<file path="src/rtl/vga_sync_gen.sv">
// vga_sync_gen: raster timing generator for a 640x480@60 VGA output.
//   Divides clk_i into a one-clock pixel strobe. On each strobe it presents the next
//   pixel coordinate, the visible flag, line/frame start pulses and a completed-frame
//   count. hsync/vsync pass through a strobe-clocked delay line so they line up with
//   the text pipeline's RGB output.
// Ports:
//   clk_i           system clock
//   rst_i           synchronous reset, active-high
//   pix_en_o        one-clk pixel strobe (registered)
//   x_ord_o         current column 0..H_TOTAL-1, blanking included
//   y_ord_o         current line 0..V_TOTAL-1
//   visible_o       1 inside the active area
//   hsync_o         horizontal sync, H_POL when active, lagged SYNC_DLY strobes
//   vsync_o         vertical sync, V_POL when active, lagged SYNC_DLY strobes
//   line_start_o    one-clk pulse on the strobe presenting x_ord_o = 0
//   frame_start_o   one-clk pulse on the strobe presenting (0,0)
//   frame_count_o   completed frames, wraps 255 -> 0
// Latency: a coordinate appears on the same edge that raises pix_en_o.
// Flow control: none; the raster free-runs and only rst_i restarts it.

module vga_sync_gen #(
  parameter int CLK_DIV  = 2,
  parameter int H_ACTIVE = 640,
  parameter int H_FP     = 16,
  parameter int H_SYNC   = 96,
  parameter int H_BP     = 48,
  parameter int V_ACTIVE = 480,
  parameter int V_FP     = 10,
  parameter int V_SYNC   = 2,
  parameter int V_BP     = 33,
  parameter bit H_POL    = 1'b0,
  parameter bit V_POL    = 1'b0,
  parameter int SYNC_DLY = 2
) (
  input  logic       clk_i,
  input  logic       rst_i,
  output logic       pix_en_o,
  output logic [9:0] x_ord_o,
  output logic [9:0] y_ord_o,
  output logic       visible_o,
  output logic       hsync_o,
  output logic       vsync_o,
  output logic       line_start_o,
  output logic       frame_start_o,
  output logic [7:0] frame_count_o
);

  // Raster boundaries, all resolved at elaboration.
  localparam int H_TOTAL = H_ACTIVE + H_FP + H_SYNC + H_BP;
  localparam int V_TOTAL = V_ACTIVE + V_FP + V_SYNC + V_BP;

  localparam logic [9:0] H_LAST     = 10'(H_TOTAL - 1);
  localparam logic [9:0] V_LAST     = 10'(V_TOTAL - 1);
  localparam logic [9:0] H_VIS_END  = 10'(H_ACTIVE);
  localparam logic [9:0] V_VIS_END  = 10'(V_ACTIVE);
  localparam logic [9:0] H_SYNC_BEG = 10'(H_ACTIVE + H_FP);
  localparam logic [9:0] H_SYNC_END = 10'(H_ACTIVE + H_FP + H_SYNC - 1);
  localparam logic [9:0] V_SYNC_BEG = 10'(V_ACTIVE + V_FP);
  localparam logic [9:0] V_SYNC_END = 10'(V_ACTIVE + V_FP + V_SYNC - 1);
  localparam logic [1:0] DIV_LAST   = 2'(CLK_DIV - 1);

  // Inactive sync level, used for reset of the whole delay line.
  localparam logic [SYNC_DLY:0] HS_IDLE = {(SYNC_DLY + 1){~H_POL}};
  localparam logic [SYNC_DLY:0] VS_IDLE = {(SYNC_DLY + 1){~V_POL}};

  // Clock divider and the strobe it produces.
  logic [1:0] div_q, div_d;
  logic       strobe;

  // Internal raster position (the pixel about to be presented).
  logic [9:0] h_cnt_q, h_cnt_d;
  logic [9:0] v_cnt_q, v_cnt_d;

  // Presented outputs.
  logic       pix_en_q, pix_en_d;
  logic [9:0] x_ord_q, x_ord_d;
  logic [9:0] y_ord_q, y_ord_d;
  logic       visible_q, visible_d;
  logic       line_start_q, line_start_d;
  logic       frame_start_q, frame_start_d;
  logic [7:0] frame_count_q, frame_count_d;

  // Set by the first strobe after reset so the opening (0,0) is not counted
  // as a completed frame.
  logic       started_q, started_d;

  // Sync delay lines at output level. Stage 0 holds the raw sync for the pixel
  // just presented; stage SYNC_DLY drives the pin.
  logic [SYNC_DLY:0] hs_pipe_q, hs_pipe_d;
  logic [SYNC_DLY:0] vs_pipe_q, vs_pipe_d;

  logic hs_raw;
  logic vs_raw;

  // The strobe condition is decoded from the divider and registered into
  // pix_en_q on the same edge that loads the coordinate, so pix_en_o and the
  // new coordinate appear together.
  assign strobe = (div_q == DIV_LAST);

  assign hs_raw = ((h_cnt_q >= H_SYNC_BEG) && (h_cnt_q <= H_SYNC_END)) ? H_POL : ~H_POL;
  assign vs_raw = ((v_cnt_q >= V_SYNC_BEG) && (v_cnt_q <= V_SYNC_END)) ? V_POL : ~V_POL;

  always_comb begin
    div_d         = div_q + 2'd1;
    h_cnt_d       = h_cnt_q;
    v_cnt_d       = v_cnt_q;
    pix_en_d      = strobe;
    x_ord_d       = x_ord_q;
    y_ord_d       = y_ord_q;
    visible_d     = visible_q;
    line_start_d  = 1'b0;
    frame_start_d = 1'b0;
    frame_count_d = frame_count_q;
    started_d     = started_q;
    hs_pipe_d     = hs_pipe_q;
    vs_pipe_d     = vs_pipe_q;

    if (strobe) begin
      div_d = 2'd0;

      // Present the current position.
      x_ord_d       = h_cnt_q;
      y_ord_d       = v_cnt_q;
      visible_d     = (h_cnt_q < H_VIS_END) && (v_cnt_q < V_VIS_END);
      line_start_d  = (h_cnt_q == 10'd0);
      frame_start_d = (h_cnt_q == 10'd0) && (v_cnt_q == 10'd0);
      started_d     = 1'b1;

      // Every (0,0) after the first one closes a frame.
      if (frame_start_d && started_q) begin
        frame_count_d = frame_count_q + 8'd1;
      end

      // Shift the sync delay lines by one pixel.
      hs_pipe_d[0] = hs_raw;
      vs_pipe_d[0] = vs_raw;
      for (int i = 1; i <= SYNC_DLY; i++) begin
        hs_pipe_d[i] = hs_pipe_q[i-1];
        vs_pipe_d[i] = vs_pipe_q[i-1];
      end

      // Advance the raster.
      if (h_cnt_q == H_LAST) begin
        h_cnt_d = 10'd0;
        v_cnt_d = (v_cnt_q == V_LAST) ? 10'd0 : v_cnt_q + 10'd1;
      end else begin
        h_cnt_d = h_cnt_q + 10'd1;
      end
    end
  end

  always_ff @(posedge clk_i) begin
    if (rst_i) begin
      div_q         <= 2'd0;
      h_cnt_q       <= 10'd0;
      v_cnt_q       <= 10'd0;
      pix_en_q      <= 1'b0;
      x_ord_q       <= 10'd0;
      y_ord_q       <= 10'd0;
      visible_q     <= 1'b0;
      line_start_q  <= 1'b0;
      frame_start_q <= 1'b0;
      frame_count_q <= 8'd0;
      started_q     <= 1'b0;
      hs_pipe_q     <= HS_IDLE;
      vs_pipe_q     <= VS_IDLE;
    end else begin
      div_q         <= div_d;
      h_cnt_q       <= h_cnt_d;
      v_cnt_q       <= v_cnt_d;
      pix_en_q      <= pix_en_d;
      x_ord_q       <= x_ord_d;
      y_ord_q       <= y_ord_d;
      visible_q     <= visible_d;
      line_start_q  <= line_start_d;
      frame_start_q <= frame_start_d;
      frame_count_q <= frame_count_d;
      started_q     <= started_d;
      hs_pipe_q     <= hs_pipe_d;
      vs_pipe_q     <= vs_pipe_d;
    end
  end

  assign pix_en_o      = pix_en_q;
  assign x_ord_o       = x_ord_q;
  assign y_ord_o       = y_ord_q;
  assign visible_o     = visible_q;
  assign hsync_o       = hs_pipe_q[SYNC_DLY];
  assign vsync_o       = vs_pipe_q[SYNC_DLY];
  assign line_start_o  = line_start_q;
  assign frame_start_o = frame_start_q;
  assign frame_count_o = frame_count_q;

endmodule

</file>
<file path="config.mk">
export PLATFORM = sky130hd
export DESIGN_NAME = vga_sync_gen
export DESIGN_NICKNAME = d
export VERILOG_FILES = /design/src/rtl/vga_sync_gen.sv
export SDC_FILE = /design/constraint.sdc
export NUM_CORES = 1
export LEC_CHECK = 0
export BUFFER_PORTS_ARGS = -buffer_cell sky130_fd_sc_hd__buf_4
export CAP_MARGIN = 20
export CORE_MARGIN = 3
export CORE_UTILIZATION = 60
export DETAILED_ROUTE_END_ITERATION = 6
export HOLD_SLACK_MARGIN = 0.1
export PLACE_DENSITY = 0.86
export SYNTH_ARGS = -nofsm -noshare
export SYNTH_HDL_FRONTEND = slang
export SYNTH_SLANG_ARGS = --single-unit
export TNS_END_PERCENT = 10
</file>
<file path="constraint.sdc">
create_clock -name clk_i -period 4 [get_ports clk_i]
set_clock_uncertainty 0.1 [all_clocks]
set_input_delay 0.8 -clock clk_i [delete_from_list [all_inputs] [get_ports clk_i]]
set_output_delay 0.8 -clock clk_i [all_outputs]
set_load 0.005 [all_outputs]
</file>
# After elaboration in Yosys (flattened, before gate mapping)
# Cells that the tools add are included.
[op_classes] order_cmp=6 n_mux=4 reduce_logical=11 n_bitwise=1 eq_ne=3 add_sub_neg=4
[op_table] operator="$add 10x1->10 const B" n=2
[op_table] operator="$eq 10x10->1 const B" n=2
[op_table] operator="$logic_not 10->1" n=2
[op_table] operator="$mux 10" n=2
[op_table] operator="$ge 10x10->1 const B" n=1
[op_table] operator="$ge 10x9->1 const B" n=1
[op_table] operator="$le 10x10->1 const B" n=1
[op_table] operator="$le 10x9->1 const B" n=1
[op_table] operator="$lt 10x10->1 const B" n=1
[op_table] operator="$lt 10x9->1 const B" n=1
[op_table] operator="$add 8x1->8 const B" n=1
[op_table] operator="$logic_and 1x1->1" n=5
[op_table] operator="$reduce_and 2->1" n=2
[op_table] operator="$reduce_or 2->1" n=2
[op_table] operator="$add 2x1->2 const B" n=1
[op_table] operator="$eq 2x1->1 const B" n=1
[op_table] operator="$mux 1" n=2
[op_table] operator="$not 1->1" n=1
[totals] elab_cells=42 inputBits=2 out_inout_bits=34 ff_bits=61

# Longest topological paths before layout
# Gate-level depths: netlist (run 1).
[logic_depth] depth_word=4 mapped_depth=8 ltp_nobuf=6

# Worst setup path before layout (run 1)
# Ideal clock, no wire load.
[synth_timing] kind="register -> register" from="reg div_q[0]" to="reg v_cnt_q[9]" synth_period_minus_slack_ns=2.119 path_buffers=2 slack_ns=1.881 stages_incl_launch_ff=8 arrival_ns=1.945 setup_time_ns=0.074 cell_sequence="dfxtp_1 > ha_1 > buf_2 > nand4_1 > clkbuf_1 > or4b_1 > or4_1 > o21ai_0"
[synth_between] elab_chain_len=2
[synth_lines] item="from (decl)" line_no="67" source="logic [1:0] div_q, div_d;"
[synth_lines] item="from (signal assigned)" line_no="168" source="div_q <= div_d;"
[synth_lines] item="$eq 2x1->1" line_no="98" source="assign strobe = (div_q == DIV_LAST);"
[synth_lines] item="named net pix_en_d" line_no="75" source="logic pix_en_q, pix_en_d;"
[synth_lines] item="$reduce_and 2->1 (no line)"
[synth_lines] item="to (signal assigned)" line_no="170" source="v_cnt_q <= v_cnt_d;"
[synth_lines] item="to (decl)" line_no="72" source="logic [9:0] v_cnt_q, v_cnt_d;"
# The timed path passes the listed nets, and every way through them passes these cells.
# A chain may end at the register's enable or synchronous reset.

# Final worst setup path (run 1)
[layout_timing] from="reg div_q[0]" to="reg frame_count_q[4], in the netlist frame_count_o[4]"
[layout_between] elab_chain_len=2
[layout_lines] item="$eq 2x1->1" line_no="98"
[layout_lines] item="named net pix_en_d" line_no="75"
[layout_lines] item="$reduce_and 2->1 (no line)"
[layout_lines] item="to (signal assigned)" line_no="177" source="frame_count_q <= frame_count_d;"
[layout_lines] item="to (decl)" line_no="81" source="logic [7:0] frame_count_q, frame_count_d;"
# The timed path passes the listed nets, and every way through them passes these cells.

==> results of run 1 <==
[power breakdown]
| group | switching [mW] | internal (mW) |
|---|---|---|
| combinational | 0.0565 | 0.0496 |
| sequential | 0.0110 | 0.627 |
| clock | 0.230 | 0.383 |
[synth_stat cells (2+ instances only)]
library cell   n  area share [%]
and3_1         3            0.70
buf_6          2            0.84
xor2_1         5             1.6
a211o_1        4             1.3
nand3_1        9             1.7
o31ai_1        7             2.0
buf_1          3            0.42
nor2b_1        7             1.6
nand4b_1       2            0.65
nor3_1        11             2.0
buf_2          6             1.1
or3_1          6             1.4
nor4_1         4            0.93
nor4b_1        2            0.65
o21ai_0        8             1.5
nor2_1        29             4.1
nand2_1       11             1.5
a21oi_1       18             3.4
mux2i_1       20             7.5
xnor2_1        6             2.0
inv_1          9             1.3
or4_1          8             2.2
nand4_1       11             2.6
nand2b_1       6             1.4
o311ai_0       2            0.65
dfxtp_1       61              45
clkbuf_1      13             1.8
and4_1         2            0.65
ha_1           7             3.3
[area by class of cell]
| class | instances | area share [%] |
|---|---|---|
| tap | 50 | 1.996 |
| clock inverter | 4 | 2.236 |
| clock buffer | 12 | 4.950 |
| inverter | 9 | 1.078 |
| timing repair buffer | 36 | 8.623 |
| multi-input combinational | 200 | 42.16 |
| sequential | 61 | 38.96 |
[registers in the layout, summed over array words and instances, names as in the netlist]
signal         count
pix_en_o           1
h_cnt_q           10
started_q          1
x_ord_o           10
hs_pipe_q          3
line_start_o       1
y_ord_o           10
frame_count_o      8
frame_start_o      1
vs_pipe_q          3
div_q              2
visible_o          1
v_cnt_q           10
[cell families after synthesis]
kind of cell             after synthesis
multiplexers                          20
AND/OR/NAND/NOR                      119
XOR/XNOR                              11
AO/OA/AOI/OAI                         43
adder cells (fa/ha/maj)                7
flip-flops                            61
buffers and inverters                 33
[layer usage]
layer,up-vias,track usage (%)
met5,-,0
met4,0,10.45
met3,11,8.815
met1,1036,27.70
li1,1092,-
met2,73,36.17
[worst register-to-register path, stage by stage (launching register included)]
cell and delay (ns):
dfxtp_1 0.34, ha_2 0.18, buf_4 0.45, nor4bb_1 0.48, nand4_1 0.38, or4_1 0.56
a21oi_1 0.14
[worst max path at each step]
stage,from,end,depth (start not counted)
4_1_cts,div_q[0]$_SDFF_PP0_,frame_count_o[4]$_SDFFE_PP0P_,6
5_1_grt,div_q[0]$_SDFF_PP0_,frame_count_o[4]$_SDFFE_PP0P_,6
3_3_place_gp,div_q[1]$_SDFF_PP0_,frame_count_o[4]$_SDFFE_PP0P_,7
6_report,div_q[0]$_SDFF_PP0_,frame_count_o[4]$_SDFFE_PP0P_,6
2_1_floorplan,div_q[0]$_SDFF_PP0_,v_cnt_q[9]$_SDFFE_PP0P_,7
3_5_place_dp,div_q[0]$_SDFF_PP0_,frame_count_o[4]$_SDFFE_PP0P_,6
==> results.md, run 1 <==
* Outcome: complete, no violations
* Commonest cells after routing, fill and taps aside: 61 x dfxtp_1, 36 x buf_4, 29 x nor2_1
* Distinct cells, synth at 41
* Reg clk slew, reported paths at approximately 0.06 ns
* Total Routing Usage GR at 22.97%
* DRT iter0 DRCs at 193
* Post-synthesis average cell area at slightly above 9 um^2
* Synth warnings at 0
* CORE AREA at 4144 um^2
* Synth Area in Simple Gates at 24.78%
* Filler cell count at 320
* Startpoint types: register
* Post-synthesis sequential area ratio at 45.46%
* Initial Utilization at 64.82%
* Port Buffers at 35
* Flops & latches, synth at 61
* Fin crit share at around 68%
* # DRC at 0
* Synthesized-area fraction occupied by adder cells at 3.260%
* Die area at 5316 um^2
* Max_slew headroom at 50.82%
* Area taken by multi-input logic gates at about 1300 um^2
* Reg2Reg Depth at 6
* Num ports at 36
* Post-synthesis xor/xnor area fraction at approximately 3.6%
* CP peak stage delay at 0.56 ns
* Largest net degree at the start of global routing at 57
* DR WL/cell at approximately 15 um
* RSZ-0062 raised after global routing: false
* Hold Path End: div_q[0]$_SDFF_PP0_
* Number of vias per cell at slightly below 6
* Final nets at 326
* Power density over cell area at 433.0 nW/um^2
* Final wirelength at about 5600 um
* Synth Flop Type: dfxtp_1
* Post-synthesis cell area at 2686 um^2
* Post-route ant nets at 0
* Final setup margin at 1.296 ns
* Max Cap Viol at 0
* CP cell instances: ha_2 -> buf_4 -> nor4bb_1 -> nand4_1 -> or4_1 -> a21oi_1
* H-Tree Depth at 3
* Critical path peak fanout at 45
* Post-Place Cell Area at just under 3000 um^2
* Hold Crit Class: register to register
* R2R Setup Slk at 1.30 ns
* Hold-fix buffers, CTS at 0
* Sum of buffers and inverters on the critical path at 1
* Final setup vio count at 0
* CP Capture Type: register
* TritonRoute pass-1 iters at 4
* CTS tree: done
* Highest-delay cell along the critical path: or4_1
* Diode count at 0
* F_max at 369.8 MHz
* # rows at 23
* Via total after detailed routing at 2212
* Max Buffers Root-to-Sink at 2
* Async set-or-reset flop fraction in the synthesized netlist at 0%
* Mapped Nets at 303
* Met3 WL at 393 um
* RR Startpoint: div_q[0]$_SDFF_PP0_
* Worst hold margin at 0.3428 ns
* Antenna violations before repair at 0
* HPWL after DPL at between 3000 and 4000 um
* Largest family of logic cells by synthesized area: simple AND/OR/NAND/NOR gates
* Compound-cell area share of the yosys netlist at 10.01%
* Max Slew Vio Count at 0
* Post-CTS setup buffer count at 0
* Required time of the critical path at 4.18 ns
* Setup_tns at 0 ns
* Final hold vios at 0
* Worst IR Drop VDD at 0.4722 mV
* Reg2reg end: frame_count_o[4]$_SDFFE_PP0P_
* Clk Latency, worst-skew pair at 0.35 ns
* First-pass GRT wire length at 9404 um
* Final core occ at 75.63%
* Total grt overflow at 0
* Top Layer Used: met4
* Post-layout power at ~1.4 mW
* Non-filler instance count after layout at about 370
* Worst Hold Launch: div_q[0]$_SDFF_PP0_
* Crit path max-delay family: simple AND/OR/NAND/NOR gates
* Clock sinks at 61
* Post-synth EDFFs at 0
* Fin crit period at about 2.7 ns
* Critical path type: register to register
* Commonest non-fill, non-tap cell in the layout: dfxtp_1
* Hold Path Depth at 1
* Place WS at 1.358 ns
* Root buf cell: clkbuf_8
* Leak at 1.176 nW
* # placed instances at 356
* Metal2 WL at around 2600 um
* Mux contribution to synthesized area at 7.452%
* Fin area at 3134 um^2
* Wl on met1 at ~2400 um
* CTS buffer count at 9
* Layout cells sized above 1 at between 10% and 20%
* P&R area growth vs syn at 16.67%
* Worst Path Arrival at ~2.9 ns
* Routability congestion estimate at around 0.82
* PostCTS Resize Cnt at 0
* Die span in y at 72.91 um
* Post-Synthesis Cells at 294
* Die width at 72.91 um
* Register Area at 1221 um^2
* Transition time of the tightest slew-check pin at 0.7320 ns
* Number of global-route vias before repair at 2031
(Power assumes the default switching activity.)
==> run 2: changes to the inputs <==
--- a/config.mk
+++ b/config.mk
@@ -8,10 +8,10 @@
 export BUFFER_PORTS_ARGS = -buffer_cell sky130_fd_sc_hd__buf_4
 export CAP_MARGIN = 20
 export CORE_MARGIN = 3
-export CORE_UTILIZATION = 60
+export CORE_UTILIZATION = 57
 export DETAILED_ROUTE_END_ITERATION = 6
 export HOLD_SLACK_MARGIN = 0.1
-export PLACE_DENSITY = 0.86
+export PLACE_DENSITY = 0.82
 export SYNTH_ARGS = -nofsm -noshare
 export SYNTH_HDL_FRONTEND = slang
 export SYNTH_SLANG_ARGS = --single-unit
==> constraint.sdc (replaced) <==
create_clock -name clk_i -period 2.6 [get_ports clk_i]
set_clock_uncertainty 0.1 [all_clocks]
set_input_delay 0.52 -clock clk_i [delete_from_list [all_inputs] [get_ports clk_i]]
set_output_delay 0.52 -clock clk_i [all_outputs]
set_load 0.005 [all_outputs]
==> run 2 against run 1 <==
Compared with the run above: design area down 0.16%; utilization shrank 5.2 points; clock-buffer cell count stayed put.
==> results.md, run 2 (same netlist as run 1, synthesis figures left out) <==
* Outcome: complete, no violations
* First-pass GRT wire length at 9294 um
* Critical path type: register to register
* Die area at 5573 um^2
* DRT iter0 DRCs at between 150 and 200
* Commonest cells after routing, fill and taps aside: 61 x dfxtp_1, 43 x buf_4, 29 x nor2_1
* DR WL/cell at 14.54 um
* Num ports at 36
* Place WS at between 0.2 and 0.3 ns
* Max Cap Viol at 0
* Reg clk slew, reported paths at roughly 0.06 ns
* F_max at ~420 MHz
* Largest net degree at the start of global routing at 57
* CTS buffer count at 9
* Routability congestion estimate at 0.8963
* Final nets at about 330
* Antenna violations before repair at 0
* Layout cells sized above 1 at a little under a fifth
* CORE AREA at between 4000 and 5000 um^2
* Die width at around 75 um
* Total Routing Usage GR at 21.70%
* Via total after detailed routing at 2241
* Final setup vio count at 0
* Post-route ant nets at 0
* Final wirelength at 5510 um
* Total grt overflow at 0
* Hold-fix buffers, CTS at 0
* Initial Utilization at 60.44%
* HPWL after DPL at 3748 um
* # rows at 24
* CP Capture Type: register
* Die span in y at between 70 and 80 um
* # DRC at 0
* Worst Path Arrival at 2.51 ns
* Root buf cell: clkbuf_8
* TritonRoute pass-1 iters at 4
* Hold Crit Class: register to register
* CTS tree: done
* Max Slew Vio Count at 0
* PostCTS Resize Cnt at 0
* Number of global-route vias before repair at approximately 2100
* Required time of the critical path at 2.76 ns
* Max Buffers Root-to-Sink at 2
* Number of vias per cell at 5.913
* Power density over cell area at 595.2 nW/um^2
* Commonest non-fill, non-tap cell in the layout: dfxtp_1
* Startpoint types: register
* Diode count at 0
* Fin crit period at approximately 2.4 ns
* Final setup margin at 0.2415 ns
* Leak at 1.182 nW
* Port Buffers at 35
* Clock sinks at 61
* Clk Latency, worst-skew pair at 0.33 ns
* Post-CTS setup buffer count at 0
* R2R Setup Slk at 0.24 ns
* Worst IR Drop VDD at approximately 0.35 mV
* RSZ-0062 raised after global routing: false
* Fin crit share at between 90% and 100%
* Filler cell count at 385
* P&R area growth vs syn at 16.49%
* Max_slew headroom at ~64%
* H-Tree Depth at 3
* Critical path peak fanout at 9
* Final hold vios at 0
* Transition time of the tightest slew-check pin at 0.5333 ns
* Setup_tns at 0 ns
-- run 2: cell count changes in the layout (fill, tap and decap cells not counted) --
cell,change
buf_4,+7
bufinv_16,-2
-- run 2: layout make-up --
class | count | area, um^2 | area share, %
inverter | 9 | 33.78 | 1.080
clock inverter | 2 | 10.01 | 0.3199
multi-input combinational | 200 | 1321 | 42.22
clock buffer | 12 | 155.1 | 4.958
tap | 52 | 65.06 | 2.079
sequential | 61 | 1221 | 39.02
timing repair buffer | 43 | 322.8 | 10.32
-- run 2: where the power goes --
part | switching (mW) | leakage, nW | internal, mW
sequential | 0.0164 | 0.494 | 0.965
clock | 0.329 | 0.0881 | 0.384
combinational | 0.0881 | 0.600 | 0.0794
-- run 2: worst paths after layout --
kind                                               from                       to  depth (start not counted)
worst min register to register      div_q[0]$_SDFF_PP0_      div_q[0]$_SDFF_PP0_                          1
worst max-delay path            h_cnt_q[0]$_SDFFE_PP0P_  v_cnt_q[8]$_SDFFE_PP0P_                          5
worst min-delay path                div_q[0]$_SDFF_PP0_      div_q[0]$_SDFF_PP0_                          1
worst max register to register  h_cnt_q[0]$_SDFFE_PP0P_  v_cnt_q[8]$_SDFFE_PP0P_                          5
-- run 2: worst max-delay path, stage by stage, from the launching register on --
cell,delay [ns]
dfxtp_1,0.40
ha_1,0.22
nand4_1,0.26
or3_1,0.57
or4_1,0.55
a21oi_1,0.18
-- run 2: through the flow --
stage                     utilization, %  std cells  hold WS [ns]  power (mW)  cell area (um^2)
after floorplan                        -        294        0.3043       1.122              2686
after global placement             66.69        365        0.3164       1.166              2964
after detailed placement           66.69        365        0.3367       1.170              2964
after CTS                          70.41        379        0.3458       1.879              3129
after global routing               70.41        379        0.3629       1.945              3129
final                              70.41        379        0.3451       1.862              3129
-- run 2: per-layer routing --
| layer | GRT usage [%] | up-vias | part of all wire, % |
|---|---|---|---|
| li1 | - | 1110 | - |
| met1 | 28.29 | 1049 | 45 |
| met2 | 32.59 | 75 | 47 |
| met3 | 5.607 | 7 | 6.1 |
| met4 | 12.45 | 0 | 2.0 |
| met5 | 0 | - | 0 |
==> run 3: changes to the inputs <==
--- a/config.mk
+++ b/config.mk
@@ -6,12 +6,13 @@
 export NUM_CORES = 1
 export LEC_CHECK = 0
 export BUFFER_PORTS_ARGS = -buffer_cell sky130_fd_sc_hd__buf_4
-export CAP_MARGIN = 20
+export CAP_MARGIN = 15
 export CORE_MARGIN = 3
-export CORE_UTILIZATION = 57
+export CORE_UTILIZATION = 59
+export CTS_BUF_LIST = sky130_fd_sc_hd__clkbuf_4 sky130_fd_sc_hd__clkbuf_8
 export DETAILED_ROUTE_END_ITERATION = 6
 export HOLD_SLACK_MARGIN = 0.1
-export PLACE_DENSITY = 0.82
+export PLACE_DENSITY = 0.84
 export SYNTH_ARGS = -nofsm -noshare
 export SYNTH_HDL_FRONTEND = slang
 export SYNTH_SLANG_ARGS = --single-unit
==> run 3 against run 2 <==
Compared with the run above: flip-flop and latch count unchanged; utilization increased by 4.0 points; routed wire length is 1.5% lower; power rose by 3.7%; clock-buffer cell count up 3; sequential share of layout area about the same.
==> results.md, run 3 (same netlist as run 1, synthesis figures left out) <==
* Critical path peak fanout at 9
* Clk Latency, worst-skew pair at roughly 0.33 ns
* HPWL after DPL at ~3600 um
* Max Slew Vio Count at 0
* Max Cap Viol at 0
* Diode count at 0
* Post-CTS setup buffer count at 0
* Initial Utilization at 63.94%
* Switching part of the total power at 23.11%
* Setup_tns at 0 ns
* Post-layout power at around 1.9 mW
* Hold Path End: div_q[0]$_SDFF_PP0_
* Startpoint types: register
* Num ports at 36
* Commonest non-fill, non-tap cell in the layout: dfxtp_1
* Required time of the critical path at 2.77 ns
* P&R area growth vs syn at 16.35%
* Die area at ~5400 um^2
* Final nets at 330
* # rows at 23
* Worst hold margin at 0.3349 ns
* CTS buffer count at 9
* Hold Crit Class: register to register
* Reg2Reg Depth at 5
* Total Routing Usage GR at 22.26%
* Comb power frac at between 8 and 9%
* Worst Path Arrival at 2.46 ns
* H-Tree Depth at 3
* RSZ-0062 raised after global routing: false
* Post-route ant nets at 0
* CTS tree: done
* Critical path type: register to register
* Die width at 73.48 um
* Largest net degree at the start of global routing at 57
* CP Capture Type: register
* Internal power at 1.484 mW
* Clk pwr share at about two fifths
* Clock sinks at 61
* DR WL/cell at 14.44 um
* Via total after detailed routing at ~2200
* Antenna violations before repair at 0
* Worst IR Drop VDD at roughly 0.43 mV
* Final hold vios at 0
* Number of global-route vias before repair at between 1500 and 2000
* Worst Hold Launch: div_q[0]$_SDFF_PP0_
* Final wirelength at approximately 5400 um
* RR Startpoint: h_cnt_q[1]$_SDFFE_PP0P_
* Reg clk slew, reported paths at 0.07 ns
* Root buf cell: clkbuf_8
* Die span in y at 73.48 um
* F_max at approximately 440 MHz
* Final setup vio count at 0
* Power density over cell area at roughly 620 nW/um^2
* Psw at 0.4462 mW
* Layout cells sized above 1 at a little under a fifth
* Fin crit period at about 2.3 ns
* Port Buffers at 35
* Commonest cells after routing, fill and taps aside: 61 x dfxtp_1, 40 x buf_4, 29 x nor2_1
* Total grt overflow at 0
* Number of vias per cell at 5.928
* TritonRoute pass-1 iters at 4
* CORE AREA at 4202 um^2
* DRT iter0 DRCs at 145
* # DRC at 0
* Flop pwr share at 50.8%
* Hold-fix buffers, CTS at 0
* Routability congestion estimate at around 0.86
* First-pass GRT wire length at around 9000 um
* Transition time of the tightest slew-check pin at 0.5491 ns
* Leak at 1.180 nW
* R2R Setup Slk at approximately 0.3 ns
* Reg2reg end: v_cnt_q[7]$_SDFFE_PP0P_
* Max_slew headroom at about 63%
* Max Buffers Root-to-Sink at 2
* Fin crit share at 88.42%
* Outcome: complete, no violations
* Hold Path Depth at 1
* PostCTS Resize Cnt at 0
run 3: cell types whose count changed in the layout (fill, tap and decap cells not counted):
cell      delta
clkbuf_4     +4
clkbuf_1     -1
clkinv_2     -1
buf_4        -3
run 3: power by group through the flow:
stage / Sequential (mW) / Clock (mW) / Combinational (mW)
6_report: 0.981 / 0.782 / 0.168
5_1_grt: 0.985 / 0.845 / 0.186
4_1_cts: 0.982 / 0.796 / 0.169
3_5_place_dp: 1.00 / 0 / 0.168
3_3_place_gp: 1.00 / 0 / 0.165
2_1_floorplan: 1.00 / 0 / 0.122
run 3: metrics by stage:
stage / setup WS, ns / utilization, % / instance area [um^2] / std cells
after global routing: 0.06522 / 74.39 / 3126 / 376
after floorplan: 0.4805 / - / 2686 / 294
after CTS: 0.3296 / 74.39 / 3126 / 376
after detailed placement: 0.3155 / 69.95 / 2939 / 360
final: 0.3012 / 74.39 / 3126 / 376
after global placement: 0.3812 / 69.95 / 2939 / 360
run 3: critical path, cell delays in order (launching register included):
cell and delay, ns:
dfxtp_1 0.39, ha_1 0.21, nand4_1 0.25, or3_1 0.57, or4_1 0.56, a21oi_1 0.15
run 3: worst max path at each step:
stage / to / slack (ns) / start
final: v_cnt_q[7]$_SDFFE_PP0P_ / 0.30 / h_cnt_q[1]$_SDFFE_PP0P_
after global placement: frame_count_o[4]$_SDFFE_PP0P_ / 0.38 / v_cnt_q[0]$_SDFFE_PP0P_
after global routing: frame_count_o[4]$_SDFFE_PP0P_ / 0.07 / h_cnt_q[0]$_SDFFE_PP0P_
after detailed placement: v_cnt_q[8]$_SDFFE_PP0P_ / 0.32 / h_cnt_q[0]$_SDFFE_PP0P_
after CTS: v_cnt_q[7]$_SDFFE_PP0P_ / 0.33 / h_cnt_q[1]$_SDFFE_PP0P_
after floorplan: v_cnt_q[9]$_SDFFE_PP0P_ / 0.48 / div_q[0]$_SDFF_PP0_
run 3: final cells by class:
| cell class | instances | area (um^2) |
|---|---|---|
| Sequential cell | 61 | 1221 |
| Multi-Input combinational cell | 200 | 1321 |
| Inverter | 9 | 33.78 |
| Timing Repair Buffer | 40 | 300.3 |
| Clock buffer | 15 | 181.4 |
| Clock inverter | 1 | 5.005 |
| Tap cell | 50 | 62.56 |
| Fill cell | 318 | 1076 |
run 3: routing by layer:
| layer | track usage (%) | part of all wire, % | vias up |
|---|---|---|---|
| met3 | 8.071 | 6.9 | 8 |
| met2 | 34.15 | 47 | 74 |
| li1 | - | - | 1110 |
| met4 | 9.256 | 1.5 | 0 |
| met1 | 28.17 | 45 | 1037 |
| met5 | 0 | 0 | - |
